==> src/rtl/alu_seq_if.sv <==
// Request/response bundle between the microcode sequencer and the multi-cycle ALU.
// The sequencer owns the request side; the ALU owns BUSY, DONE, results and flags.
interface alu_seq_if #(
  parameter int W = 16
);
  logic         START;
  logic [2:0]   OP;
  logic [W-1:0] A;
  logic [W-1:0] B;
  logic         CI;
  logic         BUSY;
  logic         DONE;
  logic [W-1:0] RES_LO;
  logic [W-1:0] RES_HI;
  logic         CO;
  logic         VO;
  logic         ZO;
  logic         NO;

  modport master (
    output START, OP, A, B, CI,
    input  BUSY, DONE, RES_LO, RES_HI, CO, VO, ZO, NO
  );

  modport slave (
    input  START, OP, A, B, CI,
    output BUSY, DONE, RES_LO, RES_HI, CO, VO, ZO, NO
  );
endinterface

==> src/rtl/alu_seq.sv <==
// Multi-cycle ALU: binary add/sub, nibble-serial BCD add/sub, shift-add multiply and
// restoring divide behind a START/BUSY/DONE handshake. Outputs change only on DONE.
module alu_seq #(
  parameter int W = 16
) (
  input  logic     CLK,
  input  logic     RST,
  alu_seq_if.slave bus
);
  localparam int CW = $clog2(W);
  localparam int W1 = W + 1;

  localparam logic [2:0] OP_ADD     = 3'b000;
  localparam logic [2:0] OP_SUB     = 3'b001;
  localparam logic [2:0] OP_MUL     = 3'b010;
  localparam logic [2:0] OP_DIV     = 3'b011;
  localparam logic [2:0] OP_ADD_BCD = 3'b100;
  localparam logic [2:0] OP_SUB_BCD = 3'b101;

  typedef enum logic {S_IDLE = 1'b0, S_RUN = 1'b1} state_t;

  state_t        state_q, state_d;
  logic [2:0]    op_q, op_d;
  logic [W-1:0]  a_q, a_d;
  logic [W-1:0]  b_q, b_d;
  logic [W-1:0]  acc_q, acc_d;
  logic          c_q, c_d;
  logic [CW-1:0] cnt_q, cnt_d;
  logic          busy_q, busy_d;
  logic          done_q, done_d;
  logic [W-1:0]  res_lo_q, res_lo_d;
  logic [W-1:0]  res_hi_q, res_hi_d;
  logic          co_q, co_d;
  logic          vo_q, vo_d;
  logic          zo_q, zo_d;
  logic          no_q, no_d;

  logic [W-1:0]  add_b;
  logic [W:0]    bin_sum;
  logic          bin_vo;
  logic [4:0]    s_raw;
  logic [4:0]    d_raw;
  logic [3:0]    bcd_nib;
  logic          bcd_c;
  logic          bcd_vo;
  logic [W:0]    mul_sum;
  logic [W:0]    div_sh;
  logic          div_ge;
  logic [W-1:0]  div_rem;
  logic [W-1:0]  fin_lo;
  logic [W-1:0]  fin_hi;
  logic          fin_co;
  logic          fin_vo;

  always_comb begin
    state_d  = state_q;
    op_d     = op_q;
    a_d      = a_q;
    b_d      = b_q;
    acc_d    = acc_q;
    c_d      = c_q;
    cnt_d    = cnt_q;
    busy_d   = busy_q;
    done_d   = 1'b0;
    res_lo_d = res_lo_q;
    res_hi_d = res_hi_q;
    co_d     = co_q;
    vo_d     = vo_q;
    zo_d     = zo_q;
    no_d     = no_q;
    fin_lo   = '0;
    fin_hi   = '0;
    fin_co   = 1'b0;
    fin_vo   = 1'b0;

    // SUB is A + ~B + CI, so CI=1 means "no borrow".
    add_b   = (op_q == OP_SUB) ? ~b_q : b_q;
    bin_sum = {1'b0, a_q} + {1'b0, add_b} + W1'(c_q);
    bin_vo  = (a_q[W-1] == add_b[W-1]) && (bin_sum[W-1] != a_q[W-1]);

    // The current BCD digit always sits in the low nibble; operands shift right each step.
    s_raw = {1'b0, a_q[3:0]} + {1'b0, b_q[3:0]} + {4'b0, c_q};
    d_raw = {1'b0, a_q[3:0]} - {1'b0, b_q[3:0]} - {4'b0, ~c_q};
    if (op_q == OP_SUB_BCD) begin
      bcd_c   = ~d_raw[4];
      bcd_nib = d_raw[4] ? d_raw[3:0] + 4'd10 : d_raw[3:0];
      bcd_vo  = (a_q[3] != b_q[3]) && (d_raw[3] != a_q[3]);
    end else begin
      bcd_c   = (s_raw > 5'd9);
      bcd_nib = bcd_c ? s_raw[3:0] + 4'd6 : s_raw[3:0];
      bcd_vo  = (a_q[3] == b_q[3]) && (s_raw[3] != a_q[3]);
    end

    // Multiply keeps the running high half in acc and retires multiplier bits out of b.
    mul_sum = {1'b0, acc_q} + (b_q[0] ? {1'b0, a_q} : {W1{1'b0}});
    div_sh  = {acc_q, a_q[W-1]};
    div_ge  = (div_sh >= {1'b0, b_q});
    div_rem = div_ge ? W'(div_sh - {1'b0, b_q}) : div_sh[W-1:0];

    case (state_q)
      S_IDLE: begin
        if (bus.START) begin
          op_d    = bus.OP;
          a_d     = bus.A;
          b_d     = bus.B;
          c_d     = bus.CI;
          acc_d   = '0;
          busy_d  = 1'b1;
          state_d = S_RUN;
          case (bus.OP)
            OP_MUL, OP_DIV:         cnt_d = CW'(W - 1);
            OP_ADD_BCD, OP_SUB_BCD: cnt_d = CW'(W / 4 - 1);
            default:                cnt_d = '0;
          endcase
        end
      end
      default: begin
        cnt_d = cnt_q - CW'(1);
        case (op_q)
          OP_ADD, OP_SUB: begin
            fin_lo = bin_sum[W-1:0];
            fin_co = bin_sum[W];
            fin_vo = bin_vo;
          end
          OP_ADD_BCD, OP_SUB_BCD: begin
            acc_d  = {bcd_nib, acc_q[W-1:4]};
            a_d    = a_q >> 4;
            b_d    = b_q >> 4;
            c_d    = bcd_c;
            fin_lo = acc_d;
            fin_co = bcd_c;
            fin_vo = bcd_vo;
          end
          OP_MUL: begin
            acc_d  = mul_sum[W:1];
            b_d    = {mul_sum[0], b_q[W-1:1]};
            fin_lo = b_d;
            fin_hi = acc_d;
          end
          OP_DIV: begin
            // A zero divisor falls out naturally as quotient all-ones, remainder A.
            acc_d  = div_rem;
            a_d    = {a_q[W-2:0], div_ge};
            fin_lo = a_d;
            fin_hi = acc_d;
            fin_vo = (b_q == '0);
          end
          default: begin
            fin_lo = a_q;
            fin_co = c_q;
          end
        endcase
        if (cnt_q == '0) begin
          cnt_d    = '0;
          state_d  = S_IDLE;
          busy_d   = 1'b0;
          done_d   = 1'b1;
          res_lo_d = fin_lo;
          res_hi_d = fin_hi;
          co_d     = fin_co;
          vo_d     = fin_vo;
          zo_d     = (op_q == OP_MUL) ? ({fin_hi, fin_lo} == '0) : (fin_lo == '0);
          no_d     = (op_q == OP_MUL) ? fin_hi[W-1] : fin_lo[W-1];
        end
      end
    endcase
  end

  always_ff @(posedge CLK or posedge RST) begin
    if (RST) begin
      state_q  <= S_IDLE;
      op_q     <= '0;
      a_q      <= '0;
      b_q      <= '0;
      acc_q    <= '0;
      c_q      <= 1'b0;
      cnt_q    <= '0;
      busy_q   <= 1'b0;
      done_q   <= 1'b0;
      res_lo_q <= '0;
      res_hi_q <= '0;
      co_q     <= 1'b0;
      vo_q     <= 1'b0;
      zo_q     <= 1'b0;
      no_q     <= 1'b0;
    end else begin
      state_q  <= state_d;
      op_q     <= op_d;
      a_q      <= a_d;
      b_q      <= b_d;
      acc_q    <= acc_d;
      c_q      <= c_d;
      cnt_q    <= cnt_d;
      busy_q   <= busy_d;
      done_q   <= done_d;
      res_lo_q <= res_lo_d;
      res_hi_q <= res_hi_d;
      co_q     <= co_d;
      vo_q     <= vo_d;
      zo_q     <= zo_d;
      no_q     <= no_d;
    end
  end

  assign bus.BUSY   = busy_q;
  assign bus.DONE   = done_q;
  assign bus.RES_LO = res_lo_q;
  assign bus.RES_HI = res_hi_q;
  assign bus.CO     = co_q;
  assign bus.VO     = vo_q;
  assign bus.ZO     = zo_q;
  assign bus.NO     = no_q;
endmodule

==> src/flat_wrapper.sv <==
// flat-port wrapper written by rule: the top's interface ports become plain ports
module alu_seq_flat 
#(
  parameter int W = 16
)
  (CLK, RST, bus_START, bus_OP, bus_A, bus_B, bus_CI, bus_BUSY, bus_DONE, bus_RES_LO, bus_RES_HI, bus_CO, bus_VO, bus_ZO, bus_NO);
  alu_seq_if #(.W(W)) bus_i ();
  input  logic CLK;
  input  logic RST;
  input wire logic [$bits(bus_i.START)-1:0] bus_START;
  input wire logic [$bits(bus_i.OP)-1:0] bus_OP;
  input wire logic [$bits(bus_i.A)-1:0] bus_A;
  input wire logic [$bits(bus_i.B)-1:0] bus_B;
  input wire logic [$bits(bus_i.CI)-1:0] bus_CI;
  output wire logic [$bits(bus_i.BUSY)-1:0] bus_BUSY;
  output wire logic [$bits(bus_i.DONE)-1:0] bus_DONE;
  output wire logic [$bits(bus_i.RES_LO)-1:0] bus_RES_LO;
  output wire logic [$bits(bus_i.RES_HI)-1:0] bus_RES_HI;
  output wire logic [$bits(bus_i.CO)-1:0] bus_CO;
  output wire logic [$bits(bus_i.VO)-1:0] bus_VO;
  output wire logic [$bits(bus_i.ZO)-1:0] bus_ZO;
  output wire logic [$bits(bus_i.NO)-1:0] bus_NO;
  assign bus_i.START = bus_START;
  assign bus_i.OP = bus_OP;
  assign bus_i.A = bus_A;
  assign bus_i.B = bus_B;
  assign bus_i.CI = bus_CI;
  assign bus_BUSY = bus_i.BUSY;
  assign bus_DONE = bus_i.DONE;
  assign bus_RES_LO = bus_i.RES_LO;
  assign bus_RES_HI = bus_i.RES_HI;
  assign bus_CO = bus_i.CO;
  assign bus_VO = bus_i.VO;
  assign bus_ZO = bus_i.ZO;
  assign bus_NO = bus_i.NO;
  alu_seq #(.W(W)) u_core (.CLK(CLK), .RST(RST), .bus(bus_i));
endmodule
==> config.mk <==
export PLATFORM = sky130hd
export DESIGN_NAME = alu_seq_flat
export DESIGN_NICKNAME = d
export VERILOG_FILES = /design/src/rtl/alu_seq_if.sv /design/src/rtl/alu_seq.sv /design/src/flat_wrapper.sv
export SDC_FILE = /design/constraint.sdc
export NUM_CORES = 1
export LEC_CHECK = 0
export ABC_CLOCK_PERIOD_IN_PS = 12900
export BUFFER_PORTS_ARGS = -buffer_cell sky130_fd_sc_hd__buf_2
export CAP_MARGIN = 20
export CORE_MARGIN = 4
export CORE_UTILIZATION = 45
export CTS_CLUSTER_SIZE = 28
export DETAILED_ROUTE_END_ITERATION = 16
export GPL_ROUTABILITY_DRIVEN = 0
export GPL_TIMING_DRIVEN = 0
export PLACE_DENSITY = 0.73
export SLEW_MARGIN = 25
export SYNTH_ARGS = -nofsm -noshare
export SYNTH_HDL_FRONTEND = slang
export SYNTH_SLANG_ARGS = --single-unit
==> constraint.sdc <==
create_clock -name CLK -period 12.9 [get_ports CLK]
set_input_delay 1.29 -clock CLK [delete_from_list [all_inputs] [get_ports CLK]]
set_output_delay 1.29 -clock CLK [all_outputs]
set_load 0.02 [all_outputs]
# After elaboration in Yosys (flattened, before gate mapping)
# Index checks and enable logic that the tools add are counted.
dict set report word_totals {
  reg_bits 95
  in_bits 39
  word_cells 113
}
dict set report classes {
  add_sub_neg 11
  n_lt_le_gt_ge 2
  eq_ne 20
  mux 40
  n_bitwise 4
  n_reduce_logical 21
}
# operator count
set ops {}
lappend ops {{$mux 16} 11}
lappend ops {{$pmux 16 s2} 3}
lappend ops {{$pmux 16 s4} 1}
lappend ops {{$pmux 16 s3} 1}
lappend ops {{$add 16x16->17} 2}
lappend ops {{$logic_not 16->1} 2}
lappend ops {{$logic_not 32->1} 1}
lappend ops {{$mux 4} 6}
lappend ops {{$add 17x1->17} 1}
lappend ops {{$ge 17x16->1} 1}
lappend ops {{$not 16->16} 1}
lappend ops {{$sub 16x16->16} 1}
lappend ops {{$mux 1} 15}
lappend ops {{$reduce_and 2->1} 7}
lappend ops {{$eq 3x2->1 const B} 4}
lappend ops {{$eq 3x3->1 const B} 4}
lappend ops {{$reduce_or 2->1} 5}
lappend ops {{$pmux 4 s2} 1}
lappend ops {{$ne 3x3->1 const B} 2}
lappend ops {{$pmux 1 s3} 2}
lappend ops {{$add 4x4->5} 1}
lappend ops {{$add 5x1->5} 1}
lappend ops {{$gt 5x4->1 const B} 1}
lappend ops {{$sub 4x4->5} 1}
lappend ops {{other kinds (14)} 23}

# Logic depth before layout (Yosys ltp)
# Gate-level depths: netlist of run 1.
dict set report depth {
  depth_word 9
  depth_mapped 19
}

# Worst setup path after synthesis of run 1
# OpenSTA, ideal clock, no wires.
dict set report synth_path {
  path_kind {flip-flop to flip-flop}
  from {register u_core.op_q[2]}
  to {register u_core.zo_q, in the netlist u_core.bus.ZO}
  setup_time_ns 0.121
  t_arrival_ns 4.763
  required_time_ns 12.779
  path_slack_ns 8.016
  stages_incl_launch_ff 19
  period_less_slack_ns 4.884
  path_cell_list {dfrtp_1 > clkbuf_1 > or2_2 > clkbuf_1 > nor2_1 > clkbuf_1 > xnor2_1 > fa_1 > inv_1 > fa_1 > a21o_1 > a221o_1 > o41ai_1 > o211a_1 > nor2b_1 > o31a_1 > o221ai_1 > nor4_1 > a32o_2}
}
dict set report synth_between {
  elab_chain_cells 8
  word_cells_on_any_way 19
  cone_classes {add/sub: 2; eq/ne: 5; mux: 7; reduce/logical: 5}
}
# item line_no
set synth_lines {}
lappend synth_lines {{from (decl)} alu_seq.sv:23} ;# logic [2:0] op_q, op_d;
lappend synth_lines {{from (signal assigned)} alu_seq.sv:188} ;# op_q <= op_d;
lappend synth_lines {{$eq 3x1->1} {alu_seq.sv:77, alu_seq.sv:119}}
lappend synth_lines {{$mux 16} alu_seq.sv:77} ;# add_b = (op_q == OP_SUB) ? ~b_q : b_q;
lappend synth_lines {{$add 16x16->17} alu_seq.sv:78} ;# bin_sum = {1'b0, a_q} + {1'b0, add_b} + W1'(c_q);
lappend synth_lines {{$add 17x1->17} alu_seq.sv:78}
lappend synth_lines {{$pmux 16 s4} alu_seq.sv:119} ;# case (op_q)
lappend synth_lines {{$mux 16} alu_seq.sv:100} ;# case (state_q)
lappend synth_lines {{$logic_not 32->1 / $logic_not 16->1 (equally long branches)} alu_seq.sv:162} ;# zo_d = (op_q == OP_MUL) ? ({fin_hi, fin_lo} == '0) : (fin_lo == '0);
lappend synth_lines {{$mux 1 (*)} alu_seq.sv:162}
lappend synth_lines {{to (signal assigned)} alu_seq.sv:200} ;# zo_q <= zo_d;
lappend synth_lines {{to (decl)} alu_seq.sv:35} ;# logic zo_q, zo_d;
# Mark *: on every way between the ends. The rest lies on a longest branch, timed or not. The select of a mux whose other input is x is not followed.
# A chain may end at the register's enable or synchronous reset.

# Final worst setup path of run 1
# Same ends and word-level chain as after synthesis.

==> run metrics, run 1 <==
core area=18100 um^2; Slew HR=44.7%; Period Utilization, post-route=46.5%; initial antenna violation count=2; synth warn=0; detailed placer's ending HPWL=23100 um; Die ar.=20900 um^2; worst path arrival time=6.30 ns; final setup vio count=0; FILL cells=1738; Final Hold Vio Count=0; Hold Buf Count CTS=0; Area Growth Syn to Fin=11.9%; # IOs=77; number of global-route vias before repair=8014; CTS buffer count=9; # rows=49; first-pass GRT wire length=45300 um; Clock Latency Late Sink=0.37 ns; fin crit period=6.00 ns; clk sink count=95; placed inst area=9080 um^2; Worst Skew=0.0177 ns; multi-input gate area in the final layout=5650 um^2; cts repair resizes=0; Max Clk Rate=0.167 GHz; Sequential Area=2380 um^2; clock root buffer=clkbuf_16; clk buf depth=2; Worst Setup Path Type=flip-flop to flip-flop; Buf/Inv on CP=4; Highest Signal Layer=met5; Syn Area/Cell=8.11 um^2; GR Util All Layers=28.3%; max-slew violation count=0; final wirelength=29800 um; commonest non-fill, non-tap cell in the layout=nand2_1; CP endpoint kind=flip-flop; Vias/cell=6.42; Distinct cells, synth=71; Mapped Area=8390 um^2; maxcap violations=0; CTS tree=built; required time worst endpoint=13.20 ns; largest net degree at the start of global routing=57; Worst Hold Slack=0.473 ns; CP dominant cell by count=clkbuf_1; Worst Hold Class=flip-flop to flip-flop; via count=8702; Net Count, Synth=1141; slowest stage delay, CP=0.62 ns; cell breakdown of the critical path=clkbuf_1 -> or2_2 -> clkbuf_1 -> nor2_1 -> clkbuf_1 -> xnor2_1 -> fa_1 -> inv_1 -> fa_1 -> a21o_1 -> a221o_1 -> o41ai_1 -> o211a_1 -> nor2b_1 -> nand3b_1 -> o31a_1 -> o221ai_1 -> nor4_1 -> a32o_2; Final Cell Area=9390 um^2; drt pass-1 iters=6; slowest cell on the critical path=o41ai_1; Routed Antenna Nets=0; Clock transition at path regs=0.07 ns; Starting Density=46.2%; Iteration-0 DRC Markers=1194; non-filler instance count after layout=1355; status=finished, final reports clean; RSZ-0062 raised after global routing=no; worst-path fanout max=10; DR WL met3=3550 um; Top delay family on crit path=compound AO/OA/AOI/OAI gates; Gate Count Post-Synth=1034; ANT cells=0; Seq/Total Area, Yosys=28.3%; FF+latch count, synth=95; post-CTS setup buffer count=0; fin nets=1228; Horiz. Die Dim=145 um; Post-synth EDFFs=0; DRC Markers=0; Slew @ Worst Pin=0.829 ns; WL met1=12100 um; port bufs=75; Synth async-reset ratio=100%; setup TNS=0 ns; die height=145 um; Placed Cells=1339; routed wl met2=12300 um; total gr overflow=0; layout cell share with drive strength beyond 1=11.8%; Startpoint Class=flip-flop; most frequent cells in the layout=nand2_1, o21ai_0, dfrtp_1; Main synth FF type=dfrtp_1; H-tree Lvls=3; Routed WL per cell=22.0 um
==> synthesized netlist by cell type (all sizes together) (6+ instances only) <==
| cell type | instances | area, um^2 |
|---|---|---|
| a211oi | 16 | 120 |
| a21o | 14 | 105 |
| a21oi | 65 | 325 |
| a31oi | 8 | 50.1 |
| and2 | 15 | 93.8 |
| and3 | 9 | 56.3 |
| buf | 6 | 31.3 |
| clkbuf | 50 | 188 |
| dfrtp | 95 | 2380 |
| fa | 8 | 160 |
| ha | 60 | 751 |
| inv | 37 | 139 |
| mux2 | 14 | 158 |
| mux2i | 27 | 283 |
| nand2 | 151 | 569 |
| nand2b | 12 | 75.1 |
| nand3 | 29 | 145 |
| nand3b | 7 | 52.6 |
| nand4 | 9 | 56.3 |
| nor2 | 57 | 214 |
| nor2b | 10 | 62.6 |
| nor3 | 18 | 90.1 |
| nor4 | 8 | 56.3 |
| o211ai | 34 | 260 |
| o21a | 14 | 105 |
| o21ai | 116 | 581 |
| o22ai | 9 | 56.3 |
| o31ai | 8 | 60.1 |
| or3 | 6 | 37.5 |
| xnor2 | 40 | 350 |
| xor2 | 18 | 158 |
==> per-layer routing <==
metal	track usage [%]	vias to the layer above
met2	41.1	604
met3	6.88	139
met4	13.6	2
met5	0	-
met1	39.4	4029
li1	-	3928
==> cell type report <==
cell class	count	area share, %
clock inverter	6	0.680
buffer	56	2.33
timing repair buffer	76	4.29
sequential	95	25.3
tap	229	3.05
multi-input combinational	846	60.2
inverter	37	1.53
clock buffer	10	2.55
==> worst paths after layout <==
path / depth (start not counted) / slack, ns / startpoint / end
min: 2 / 0.47 / u_core.bus.RES_HI[8] / u_core.bus.RES_HI[8]
max: 19 / 6.90 / u_core.op_q[2] / u_core.bus.ZO
max in group asynchronous: 3 / 11.37 / RST / u_core.b_q[4]
min reg2reg: 2 / 0.47 / u_core.bus.RES_HI[8] / u_core.bus.RES_HI[8]
max reg2reg: 19 / 6.90 / u_core.op_q[2] / u_core.bus.ZO
min in group asynchronous: 2 / 0.91 / RST / u_core.acc_q[15]
==> metrics by stage <==
| stage | util (%) | setup slack [ns] |
|---|---|---|
| after floorplan | - | 8.02 |
| after global placement | 49.9 | 7.15 |
| after detailed placement | 50.0 | 7.09 |
| after CTS | 51.7 | 7.04 |
| after global routing | 51.7 | 6.49 |
| final | 51.7 | 6.90 |
==> cell families (layout without fill, tap and decap cells) <==
family,count (synthesis),in the layout,synth area share [%]
AOI/OAI and AO/OA,334,334,25.3
xor gates and xnor gates,58,58,6.06
adders and majority gates,68,68,10.9
buffers and inverters,93,185,4.27
DFF,95,95,28.3
muxes,44,44,6.06
and+or+nand+nor,342,342,19.1
==> state kept, by name (all words and copies together), names as in the netlist <==
register / flops
u_core.bus.CO: 1
u_core.cnt_q: 4
u_core.bus.RES_HI: 16
u_core.c_q: 1
u_core.bus.BUSY: 1
u_core.bus.NO: 1
u_core.bus.RES_LO: 16
u_core.op_q: 3
u_core.bus.DONE: 1
u_core.bus.VO: 1
u_core.acc_q: 16
u_core.b_q: 16
u_core.bus.ZO: 1
u_core.a_q: 16
u_core.state_q: 1
==> worst register-to-register path, delay by kind of cell, from the launching register on <==
family | cells | cell delay (ns)
flip-flops | 1 | 0.41
buffers and inverters | 4 | 1.11
adder cells (fa/ha/maj) | 2 | 0.62
AND/OR/NAND/NOR | 5 | 1.61
XOR/XNOR | 1 | 0.21
AO/OA/AOI/OAI | 7 | 1.99
Power of run 1 is not shown: default switching activity piles up to over one toggle a cycle in this logic, so the estimate is an artifact.
==> inputs of run 2 (changes only) <==
ABC_CLOCK_PERIOD_IN_PS = 5800   (was 12900)
clock period = 5.8 ns   (was 12.9 ns; I/O delays follow)
==> run metrics, run 2 (synthesis results as in run 1) <==
placed inst area=9080 um^2; Routed WL per cell=21.9 um; fin nets=1228; final wirelength=29700 um; Worst R2R End=u_core.bus.ZO; Starting Density=46.2%; RR Startpoint=u_core.op_q[2]; largest net degree at the start of global routing=57; worst reg-to-reg path cell count=19; H-tree Lvls=3; Area Growth Syn to Fin=12.0%; layout cell share with drive strength beyond 1=12.1%; required time worst endpoint=6.10 ns; DRC Markers=0; Placed Cells=1339; Die ar.=20900 um^2; number of global-route vias before repair=8014; clock root buffer=clkbuf_16; fin crit period=5.36 ns; Clock Latency Late Sink=0.37 ns; Hold Buf Count CTS=0; flop-to-flop setup slack=0.44 ns; Startpoint Class=flip-flop; clk buf depth=2; maxcap violations=0; Max Clk Rate=0.187 GHz; commonest non-fill, non-tap cell in the layout=nand2_1; CP endpoint kind=flip-flop; detailed placer's ending HPWL=23100 um; slowest stage delay, CP=0.48 ns; worst path arrival time=5.66 ns; non-filler instance count after layout=1355; most frequent cells in the layout=nand2_1, o21ai_0, dfrtp_1; slowest cell on the critical path=nor4_1; Slew @ Worst Pin=0.819 ns; Top delay family on crit path=compound AO/OA/AOI/OAI gates; CTS tree=built; Worst Setup Path Type=flip-flop to flip-flop; die height=145 um; Final Hold Vio Count=0; RSZ-0062 raised after global routing=no; Worst Skew=0.0186 ns; core area=18100 um^2; Buf/Inv on CP=4; Final Cell Area=9400 um^2; Routed Antenna Nets=0; crit path from=u_core.op_q[2]; drt pass-1 iters=6; ANT cells=0; # IOs=77; max-slew violation count=0; Worst Hold Class=primary input to async pin; Period Utilization, post-route=92.3%; GR Util All Layers=28.3%; Slew HR=45.4%; initial antenna violation count=2; cell breakdown of the critical path=clkbuf_1 -> or2_2 -> clkbuf_1 -> nor2_2 -> clkbuf_2 -> xnor2_1 -> fa_1 -> inv_1 -> fa_1 -> a21o_1 -> a221o_1 -> o41ai_2 -> o211a_1 -> nor2b_1 -> nand3b_1 -> o31a_1 -> o221ai_1 -> nor4_1 -> a32o_2; first-pass GRT wire length=45300 um; final setup vio count=0; # rows=49; port bufs=75; worst-path fanout max=10; CTS buffer count=9; Vias/cell=6.45; via count=8737; total gr overflow=0; Clock transition at path regs=0.09 ns; Horiz. Die Dim=145 um; status=finished, final reports clean; Iteration-0 DRC Markers=1201; clk sink count=95
-- run 2: cell count changes in the layout (fill, tap and decap cells not counted) --
cell | previous run | this run
clkbuf_1 | 50 | 49
nor2_2 | 0 | 1
clkbuf_2 | 0 | 1
o41ai_2 | 1 | 2
o41ai_1 | 1 | 0
nor2_1 | 57 | 56
-- run 2: repair_timing --
action                                  CTS  global route
gates resized for setup                   1             2
endpoints found under the setup margin    1             2
setup buffers                             0             0
-- run 2: metrics by stage --
step | utilization, % | worst slack [ns] | setup TNS, ns | hold slack (ns)
finish | 51.8 | 0.444 | 0 | 0.204
global route | 51.8 | 0.108 | 0 | 0.237
CTS | 51.7 | 0.133 | 0 | 0.221
detailed placement | 50.0 | -0.0103 | -0.0103 | 0.459
global placement | 49.9 | 0.0535 | 0 | 0.456
floorplan | - | 0.916 | 0 | 0.493
-- run 2: per-layer routing --
layer	GRT usage [%]	wire length [um]
met5	0	11
met4	13.6	1790
met3	6.88	3450
met2	41.1	12300
met1	39.4	12100
-- run 2: layout make-up --
class | count | area, um^2
buffer | 56 | 220
clock inverter | 6 | 63.8
sequential | 95 | 2380
inverter | 37 | 144
timing repair buffer | 76 | 403
tap | 229 | 287
multi-input combinational | 846 | 5660
fill | 1736 | 8750
clock buffer | 10 | 239
-- run 2: how the worst max path moves through the flow --
stage,end,slack (ns),depth (start not counted)
2_1_floorplan,u_core.bus.ZO,0.92,18
3_3_place_gp,u_core.bus.ZO,0.05,19
3_5_place_dp,u_core.bus.ZO,-0.01,19
4_1_cts,u_core.bus.ZO,0.13,19
5_1_grt,u_core.bus.ZO,0.11,19
6_report,u_core.bus.ZO,0.44,19
-- run 2: worst register-to-register path: cells and delay by family (launching register included) --
family	cells	cell delay (ns)
AO/OA/AOI/OAI	7	1.75
XOR/XNOR	1	0.18
adder cells (fa/ha/maj)	2	0.62
buffers and inverters	4	0.93
flip-flops	1	0.40
AND/OR/NAND/NOR	5	1.43
Power of run 2 is left out for the same reason.
